[config.mk]
export PLATFORM = sky130hd
export DESIGN_NAME = hex_scan_ctrl_flat
export DESIGN_NICKNAME = d
export VERILOG_FILES = /design/src/rtl/hex_scan_pkg.sv /design/src/rtl/hex_scan_ctrl_if.sv /design/src/rtl/hex_seg_decode.sv /design/src/rtl/hex_scan_ctrl.sv /design/src/flat_wrapper.sv
export SDC_FILE = /design/constraint.sdc
export NUM_CORES = 1
export LEC_CHECK = 0
export BUFFER_PORTS_ARGS = -buffer_cell sky130_fd_sc_hd__buf_4
export CAP_MARGIN = 20
export CELL_PAD_IN_SITES_DETAIL_PLACEMENT = 1
export CELL_PAD_IN_SITES_GLOBAL_PLACEMENT = 1
export CORE_MARGIN = 2
export CORE_UTILIZATION = 48
export DETAILED_ROUTE_END_ITERATION = 6
export GPL_TIMING_DRIVEN = 1
export PLACE_DENSITY = 0.86
export SYNTH_ARGS = -nofsm -noshare
export SYNTH_HDL_FRONTEND = slang
export SYNTH_SLANG_ARGS = --single-unit
[constraint.sdc]
create_clock -name clk -period 4.6 [get_ports clk]
set_clock_uncertainty 0.15 [all_clocks]
set_input_delay 0 -clock clk [delete_from_list [all_inputs] [get_ports clk]]
set_output_delay 0 -clock clk [all_outputs]
set_load 0.02 [all_outputs]
[src/rtl/hex_scan_pkg.sv]
// Shared types and constants for the multiplexed hex display controller.
// Build option: HEX_SCAN_BLINK_EN adds per-digit blinking.
package hex_scan_pkg;

  typedef enum logic {
    DRIVE = 1'b0,
    BLANK = 1'b1
  } scan_state_t;

  typedef struct packed {
    logic [3:0] value;
    logic       blank;
    logic       blink;
  } digit_t;

  localparam logic [0:6] SEG_OFF     = 7'b1111111;
  localparam digit_t     DIGIT_RESET = '{value: 4'h0, blank: 1'b1, blink: 1'b0};

endpackage

[src/rtl/hex_scan_ctrl_if.sv]
// Processor write port of the hex display controller.
// Build option: HEX_SCAN_BLINK_EN (wr_blink is only honoured with it).
interface hex_scan_ctrl_if #(
  parameter int NUM_DIGITS = 4
) ();
  localparam int IDX_W = $clog2(NUM_DIGITS);

  // A write transfers on a rising edge where wr_valid && wr_ready; the master
  // holds wr_idx/wr_data/wr_blank/wr_blink stable while wr_valid is high and
  // not yet accepted, and wr_ready does not depend on wr_valid.
  logic             wr_valid;
  logic             wr_ready;
  logic [IDX_W-1:0] wr_idx;
  logic [3:0]       wr_data;
  logic             wr_blank;
  logic             wr_blink;

  modport master (
    output wr_valid, wr_idx, wr_data, wr_blank, wr_blink,
    input  wr_ready
  );

  modport slave (
    input  wr_valid, wr_idx, wr_data, wr_blank, wr_blink,
    output wr_ready
  );
endinterface

[src/rtl/hex_seg_decode.sv]
// Hex nibble to active-low 7-segment glyph, segments ordered a..g in [0:6].
// Build option: HEX_SCAN_BLINK_EN does not affect this file.
module hex_seg_decode
  import hex_scan_pkg::*;
(
  input  logic [3:0] hex,
  output logic [0:6] seg
);

  always_comb begin
    seg = SEG_OFF;
    case (hex)
      4'h0: seg = 7'b0000001;
      4'h1: seg = 7'b1001111;
      4'h2: seg = 7'b0010010;
      4'h3: seg = 7'b0000110;
      4'h4: seg = 7'b1001100;
      4'h5: seg = 7'b0100100;
      4'h6: seg = 7'b0100000;
      4'h7: seg = 7'b0001111;
      4'h8: seg = 7'b0000000;
      4'h9: seg = 7'b0000100;
      4'hA: seg = 7'b0001000;
      4'hB: seg = 7'b1100000;
      4'hC: seg = 7'b0110001;
      4'hD: seg = 7'b1000010;
      4'hE: seg = 7'b0110000;
      4'hF: seg = 7'b0111000;
    endcase
  end

endmodule

[src/rtl/hex_scan_ctrl.sv]
// Scans a double-buffered bank of hex digits onto a shared active-low segment bus.
// Build option: define HEX_SCAN_BLINK_EN to enable per-digit blinking.
module hex_scan_ctrl
  import hex_scan_pkg::*;
#(
  parameter int NUM_DIGITS   = 4,
  parameter int DWELL_CYCLES = 50000,
  parameter int BLANK_CYCLES = 500,
  parameter int BLINK_FRAMES = 32
) (
  input  logic                  clk,
  input  logic                  rst,
  hex_scan_ctrl_if.slave        wr,
  output logic [0:6]            seg,
  output logic [NUM_DIGITS-1:0] an,
  output logic                  frame_tick,
  output scan_state_t           dbg_state
);

  localparam int IDX_W   = $clog2(NUM_DIGITS);
  localparam int CNT_MAX = (DWELL_CYCLES > BLANK_CYCLES) ? DWELL_CYCLES : BLANK_CYCLES;
  localparam int CNT_W   = $clog2(CNT_MAX + 1);
  localparam logic [IDX_W-1:0]      LAST_IDX = IDX_W'(NUM_DIGITS - 1);
  localparam logic [NUM_DIGITS-1:0] AN_OFF   = '1;
  localparam logic [NUM_DIGITS-1:0] AN_ONE   = NUM_DIGITS'(1);

  scan_state_t           state_q, state_d;
  logic [IDX_W-1:0]      d_q, d_d;
  logic [CNT_W-1:0]      cnt_q, cnt_d;
  digit_t                shadow_q [NUM_DIGITS];
  digit_t                shadow_d [NUM_DIGITS];
  digit_t                active_q [NUM_DIGITS];
  digit_t                active_d [NUM_DIGITS];
  logic [0:6]            seg_q, seg_d;
  logic [NUM_DIGITS-1:0] an_q, an_d;
  logic                  frame_tick_q, frame_tick_d;
  logic                  wr_ready_q, wr_ready_d;
  digit_t                cur_entry;
  logic [0:6]            glyph;
  logic                  dark;
  logic                  lit;

`ifdef HEX_SCAN_BLINK_EN
  localparam int FC_W = $clog2(BLINK_FRAMES + 1);
  logic [FC_W-1:0] frame_cnt_q, frame_cnt_d;
  logic            phase_q, phase_d;
`else
  logic unused_blink;
  assign unused_blink = &{1'b0, wr.wr_blink, cur_entry.blink, 1'(BLINK_FRAMES)};
`endif

  hex_seg_decode u_dec (
    .hex (cur_entry.value),
    .seg (glyph)
  );

  always_comb begin
    state_d = state_q;
    d_d     = d_q;
    cnt_d   = cnt_q;
    // d advances on leaving DRIVE, so BLANK with d==0 and cnt==0 is the frame's last cycle
    case (state_q)
      DRIVE: begin
        if (cnt_q == '0) begin
          state_d = BLANK;
          cnt_d   = CNT_W'(BLANK_CYCLES - 1);
          d_d     = (d_q == LAST_IDX) ? '0 : d_q + 1'b1;
        end else begin
          cnt_d = cnt_q - 1'b1;
        end
      end
      BLANK: begin
        if (cnt_q == '0) begin
          state_d = DRIVE;
          cnt_d   = CNT_W'(DWELL_CYCLES - 1);
        end else begin
          cnt_d = cnt_q - 1'b1;
        end
      end
      default: state_d = BLANK;
    endcase

    frame_tick_d = (state_d == BLANK) && (cnt_d == '0) && (d_d == '0);
    wr_ready_d   = !frame_tick_d;

    shadow_d = shadow_q;
    if (wr.wr_valid && wr_ready_q && (int'(wr.wr_idx) < NUM_DIGITS)) begin
      shadow_d[wr.wr_idx].value = wr.wr_data;
      shadow_d[wr.wr_idx].blank = wr.wr_blank;
`ifdef HEX_SCAN_BLINK_EN
      shadow_d[wr.wr_idx].blink = wr.wr_blink;
`else
      shadow_d[wr.wr_idx].blink = 1'b0;
`endif
    end

    active_d = active_q;
    if (frame_tick_q) active_d = shadow_q;

`ifdef HEX_SCAN_BLINK_EN
    frame_cnt_d = frame_cnt_q;
    phase_d     = phase_q;
    if (frame_tick_q) begin
      if (frame_cnt_q == FC_W'(BLINK_FRAMES - 1)) begin
        frame_cnt_d = '0;
        phase_d     = !phase_q;
      end else begin
        frame_cnt_d = frame_cnt_q + 1'b1;
      end
    end
`endif

    // Outputs are computed from the next state so the pins line up with state_q
    cur_entry = active_d[d_d];
`ifdef HEX_SCAN_BLINK_EN
    dark = cur_entry.blank | (cur_entry.blink & phase_d);
`else
    dark = cur_entry.blank;
`endif
    lit   = (state_d == DRIVE) && !dark;
    an_d  = lit ? ~(AN_ONE << d_d) : AN_OFF;
    seg_d = lit ? glyph : SEG_OFF;
  end

  always_ff @(posedge clk or posedge rst) begin
    if (rst) begin
      state_q      <= BLANK;
      d_q          <= '0;
      cnt_q        <= '0;
      for (int i = 0; i < NUM_DIGITS; i++) begin
        shadow_q[i] <= DIGIT_RESET;
        active_q[i] <= DIGIT_RESET;
      end
      seg_q        <= SEG_OFF;
      an_q         <= AN_OFF;
      frame_tick_q <= 1'b0;
      wr_ready_q   <= 1'b0;
`ifdef HEX_SCAN_BLINK_EN
      frame_cnt_q  <= '0;
      phase_q      <= 1'b0;
`endif
    end else begin
      state_q      <= state_d;
      d_q          <= d_d;
      cnt_q        <= cnt_d;
      shadow_q     <= shadow_d;
      active_q     <= active_d;
      seg_q        <= seg_d;
      an_q         <= an_d;
      frame_tick_q <= frame_tick_d;
      wr_ready_q   <= wr_ready_d;
`ifdef HEX_SCAN_BLINK_EN
      frame_cnt_q  <= frame_cnt_d;
      phase_q      <= phase_d;
`endif
    end
  end

  assign seg         = seg_q;
  assign an          = an_q;
  assign frame_tick  = frame_tick_q;
  assign wr.wr_ready = wr_ready_q;
  assign dbg_state   = state_q;

endmodule

[src/flat_wrapper.sv]
// flat-port wrapper written by rule: the top's interface ports become plain ports
module hex_scan_ctrl_flat import hex_scan_pkg::*;
#(
  parameter int NUM_DIGITS   = 4,
  parameter int DWELL_CYCLES = 50000,
  parameter int BLANK_CYCLES = 500,
  parameter int BLINK_FRAMES = 32
)
  (clk, rst, seg, an, frame_tick, dbg_state, wr_wr_valid, wr_wr_idx, wr_wr_data, wr_wr_blank, wr_wr_blink, wr_wr_ready);
  hex_scan_ctrl_if #(.NUM_DIGITS(NUM_DIGITS)) wr_i ();
  input  logic clk;
  input  logic rst;
  output logic [0:6] seg;
  output logic [NUM_DIGITS-1:0] an;
  output logic frame_tick;
  output scan_state_t dbg_state;
  input wire logic [$bits(wr_i.wr_valid)-1:0] wr_wr_valid;
  input wire logic [$bits(wr_i.wr_idx)-1:0] wr_wr_idx;
  input wire logic [$bits(wr_i.wr_data)-1:0] wr_wr_data;
  input wire logic [$bits(wr_i.wr_blank)-1:0] wr_wr_blank;
  input wire logic [$bits(wr_i.wr_blink)-1:0] wr_wr_blink;
  output wire logic [$bits(wr_i.wr_ready)-1:0] wr_wr_ready;
  assign wr_i.wr_valid = wr_wr_valid;
  assign wr_i.wr_idx = wr_wr_idx;
  assign wr_i.wr_data = wr_wr_data;
  assign wr_i.wr_blank = wr_wr_blank;
  assign wr_i.wr_blink = wr_wr_blink;
  assign wr_wr_ready = wr_i.wr_ready;
  hex_scan_ctrl #(.NUM_DIGITS(NUM_DIGITS), .DWELL_CYCLES(DWELL_CYCLES), .BLANK_CYCLES(BLANK_CYCLES), .BLINK_FRAMES(BLINK_FRAMES)) u_core (.clk(clk), .rst(rst), .wr(wr_i), .seg(seg), .an(an), .frame_tick(frame_tick), .dbg_state(dbg_state));
endmodule
==> qor.yml <==
rsz0062_at_grt: "false"
worstSkewPairLatency_ps: 360
cp-start-kind: "flip-flop"
cts_max_level: 3
cts_inserted_buffers: 9
fin_util_pct: 56.6
wl_per_cell_um: 18.3
comb_power_share_pct: 5.1
grt_usage_pct: 22.1
fp-row-count: 31
routed-via-count: 2503
power.density_nw_per_um2: 310
cts_root_buffer: "clkbuf_8"
drive_gt1_share_pct: 32.5
synth_fp_nets: 330
synth_edf_count: 0
start_util_pct: 49.3
fin_crit_sh_pct: 86.2
viasPerCell: 5.60
grt.overflow.total: 0
area.growth.synth_to_final_pct: 14.9
syn_area_um2: 3550
hold_viol: 0
cts_hold_buf: 6
antenna_found_initial: 0
tightest_slew_ps: 1020
grt_pass1_wl_um: 14100
drt-total-wl_um: 8200
internal_power_uw: 972
status: "completed"
grt_pass1_vias: 2822
numPortBuffers: 23
syn_area_per_cell_um2: 11.4
max_cap_viol_count: 0
die_y_um: 90.1
cp.arrival_ps: 4100
grt_max_degree: 73
ant_nets: 0
die_w_um: 90.1
worstSetupEndpointType: "flip-flop"
crit_required_ps: 4730
nets: 362
swShare_pct: 23.2
cts_tree: "yes"
syn_inst: 311
drc: 0
critical_path_class: "reg -> reg"
setup_viol: 0
setup_tns_ps: 0
power_leakage_uw: 0.00181
power_frac_clock_pct: 40.4
yosys_warnings: 0
maxSlewViolCount: 0
die_area_um2: 8110
ir_drop_v: 0.000164
nFillCells: 777
drt-initial-drc-count: 98
drt_pass1_iterations: 4
max_freq_mhz: 252
clock_path_buffers: 2
path_clk_slew_ps: 80
dp_hpwl_um: 5590
path_max_fanout: 8
pwr-share-seq_pct: 54.5
hold_path_class: "in -> reg"
yosysUniqueCellTypes: 51
synth-seq-cells: 72
slew_headroom_pct: 31.6
cts_resized: 0
power.switching_uw: 293
min_period_ps: 3960
seq_area_frac_synth_pct: 51.4
core-area_um2: 7210
io_pins: 25
cts_setup_buffers: 0
async_flop_share_pct: 100
clock_sinks: 72
routabilityCongestion: 0.818
diodes: 0
synthFlopType: "dfrtp_1"
-- metal layers --
layer  vias up  track usage (%)  share of wire, %
li1       1168                -                 -
met1      1297             27.6                45
met2        24             38.1                51
met3        14             4.44               2.3
met5         -                0                 0
met4         0             8.21               1.5
-- per-stage QoR --
step / power, uW / instance area, um^2 / instances / hold slack [ps] / setup WS (ps)
3_3_place_gp: 755 / 3830 / 425 / 111 / 867
6_report: 1260 / 4090 / 447 / 30.8 / 636
3_5_place_dp: 762 / 3830 / 425 / 116 / 704
4_1_cts: 1270 / 4090 / 447 / 30.4 / 652
5_1_grt: 1310 / 4090 / 447 / 40.0 / 379
2_1_floorplan: 736 / 3550 / 311 / 0.561 / 1360
-- final cells by class --
cell class	instances	area [um^2]	share of cell area, %
clock inverter	5	56.3	1.38
clock buffer	11	141	3.46
timing repair buffer	32	255	6.25
sequential	72	1830	44.7
multi-input combinational	214	1630	39.9
inverter	14	52.6	1.29
tap	99	124	3.03
-- cell usage in the layout (no fill, tap or decap), types with 3 or more instances in the layout --
| cell type | count |
|---|---|
| a21oi_1 | 7 |
| buf_4 | 26 |
| clkbuf_8 | 10 |
| dfrtp_1 | 52 |
| dfstp_2 | 20 |
| dlygate4sd3_1 | 6 |
| ha_1 | 8 |
| inv_1 | 13 |
| mux2_2 | 41 |
| mux2i_1 | 15 |
| nand2_1 | 21 |
| nand2b_1 | 3 |
| nand3_1 | 5 |
| nand4_1 | 5 |
| nor2_1 | 28 |
| nor3_1 | 9 |
| nor4_1 | 6 |
| o211ai_1 | 3 |
| o21ai_0 | 8 |
| o22ai_1 | 5 |
| o31ai_1 | 4 |
| xnor2_1 | 10 |
-- power groups by stage --
stage / Combinational (uW) / Sequential, uW / Clock (uW)
floorplan: 43.6 / 692 / 0
global route: 72.6 / 693 / 546
global placement: 58.3 / 697 / 0
CTS: 67.1 / 689 / 515
finish: 65.0 / 689 / 511
detailed placement: 62.5 / 700 / 0
-- logic make-up after synthesis --
logic type	count (synthesis)	share of synthesized area (%)
AOI/OAI and AO/OA	39	7.57
buffers and inverters	25	2.78
DFF	72	51.4
and+or+nand+nor	98	14.6
xor gates and xnor gates	12	2.96
muxes	57	17.8
adders and majority gates	8	2.82
-- final timing paths --
path	startpoint	depth (start not counted)	endpoint	slack, ps
worst max-delay path	u_core.cnt_q[0]	13	u_core.seg[4]	640
max in group asynchronous	rst	4	u_core.d_q[0]	3410
min in group asynchronous	rst	4	u_core.shadow_q[11]	320
worst min register to register	u_core.shadow_q[9]	1	u_core.shadow_q[9]	360
worst max register to register	u_core.cnt_q[0]	13	u_core.seg[4]	640
worst min-delay path	wr_wr_idx[0]	3	u_core.shadow_q[20]	30
-- flip-flops by register name, indices dropped and copies added (netlist names) --
| signal | count |
|---|---|
| u_core.cnt_q | 16 |
| u_core.seg | 7 |
| u_core.active_q | 20 |
| u_core.d_q | 2 |
| u_core.dbg_state | 1 |
| u_core.shadow_q | 20 |
| u_core.frame_tick | 1 |
| u_core.an | 4 |
| u_core.wr.wr_ready | 1 |
-- critical path, cell delays in order, from the launching register on --
cell and delay [ps]:
dfrtp_1 420, inv_1 80, ha_1 180, nor3b_2 390, nand4_2 190, or4_1 660, mux2i_1 240, o22ai_1 100
mux2i_1 470, inv_1 180, ha_1 290, inv_1 100, mux2i_1 90, a221o_1 350
-- synthesized netlist by cell type, types with 6 or more instances --
cell      instances  area share [%]
nand2_1          21             2.2
dfrtp_1          52              37
clkbuf_1          7            0.74
mux2_2           41              13
o21ai_0           8             1.1
inv_1            14             1.5
mux2i_1          15             4.2
nor3_1            9             1.3
nor2_1           28             3.0
dfstp_2          20              15
nor4_1            6             1.1
ha_1              8             2.8
a21oi_1           7            0.99
xnor2_1          10             2.5
Power figures use the tool's default switching activity.
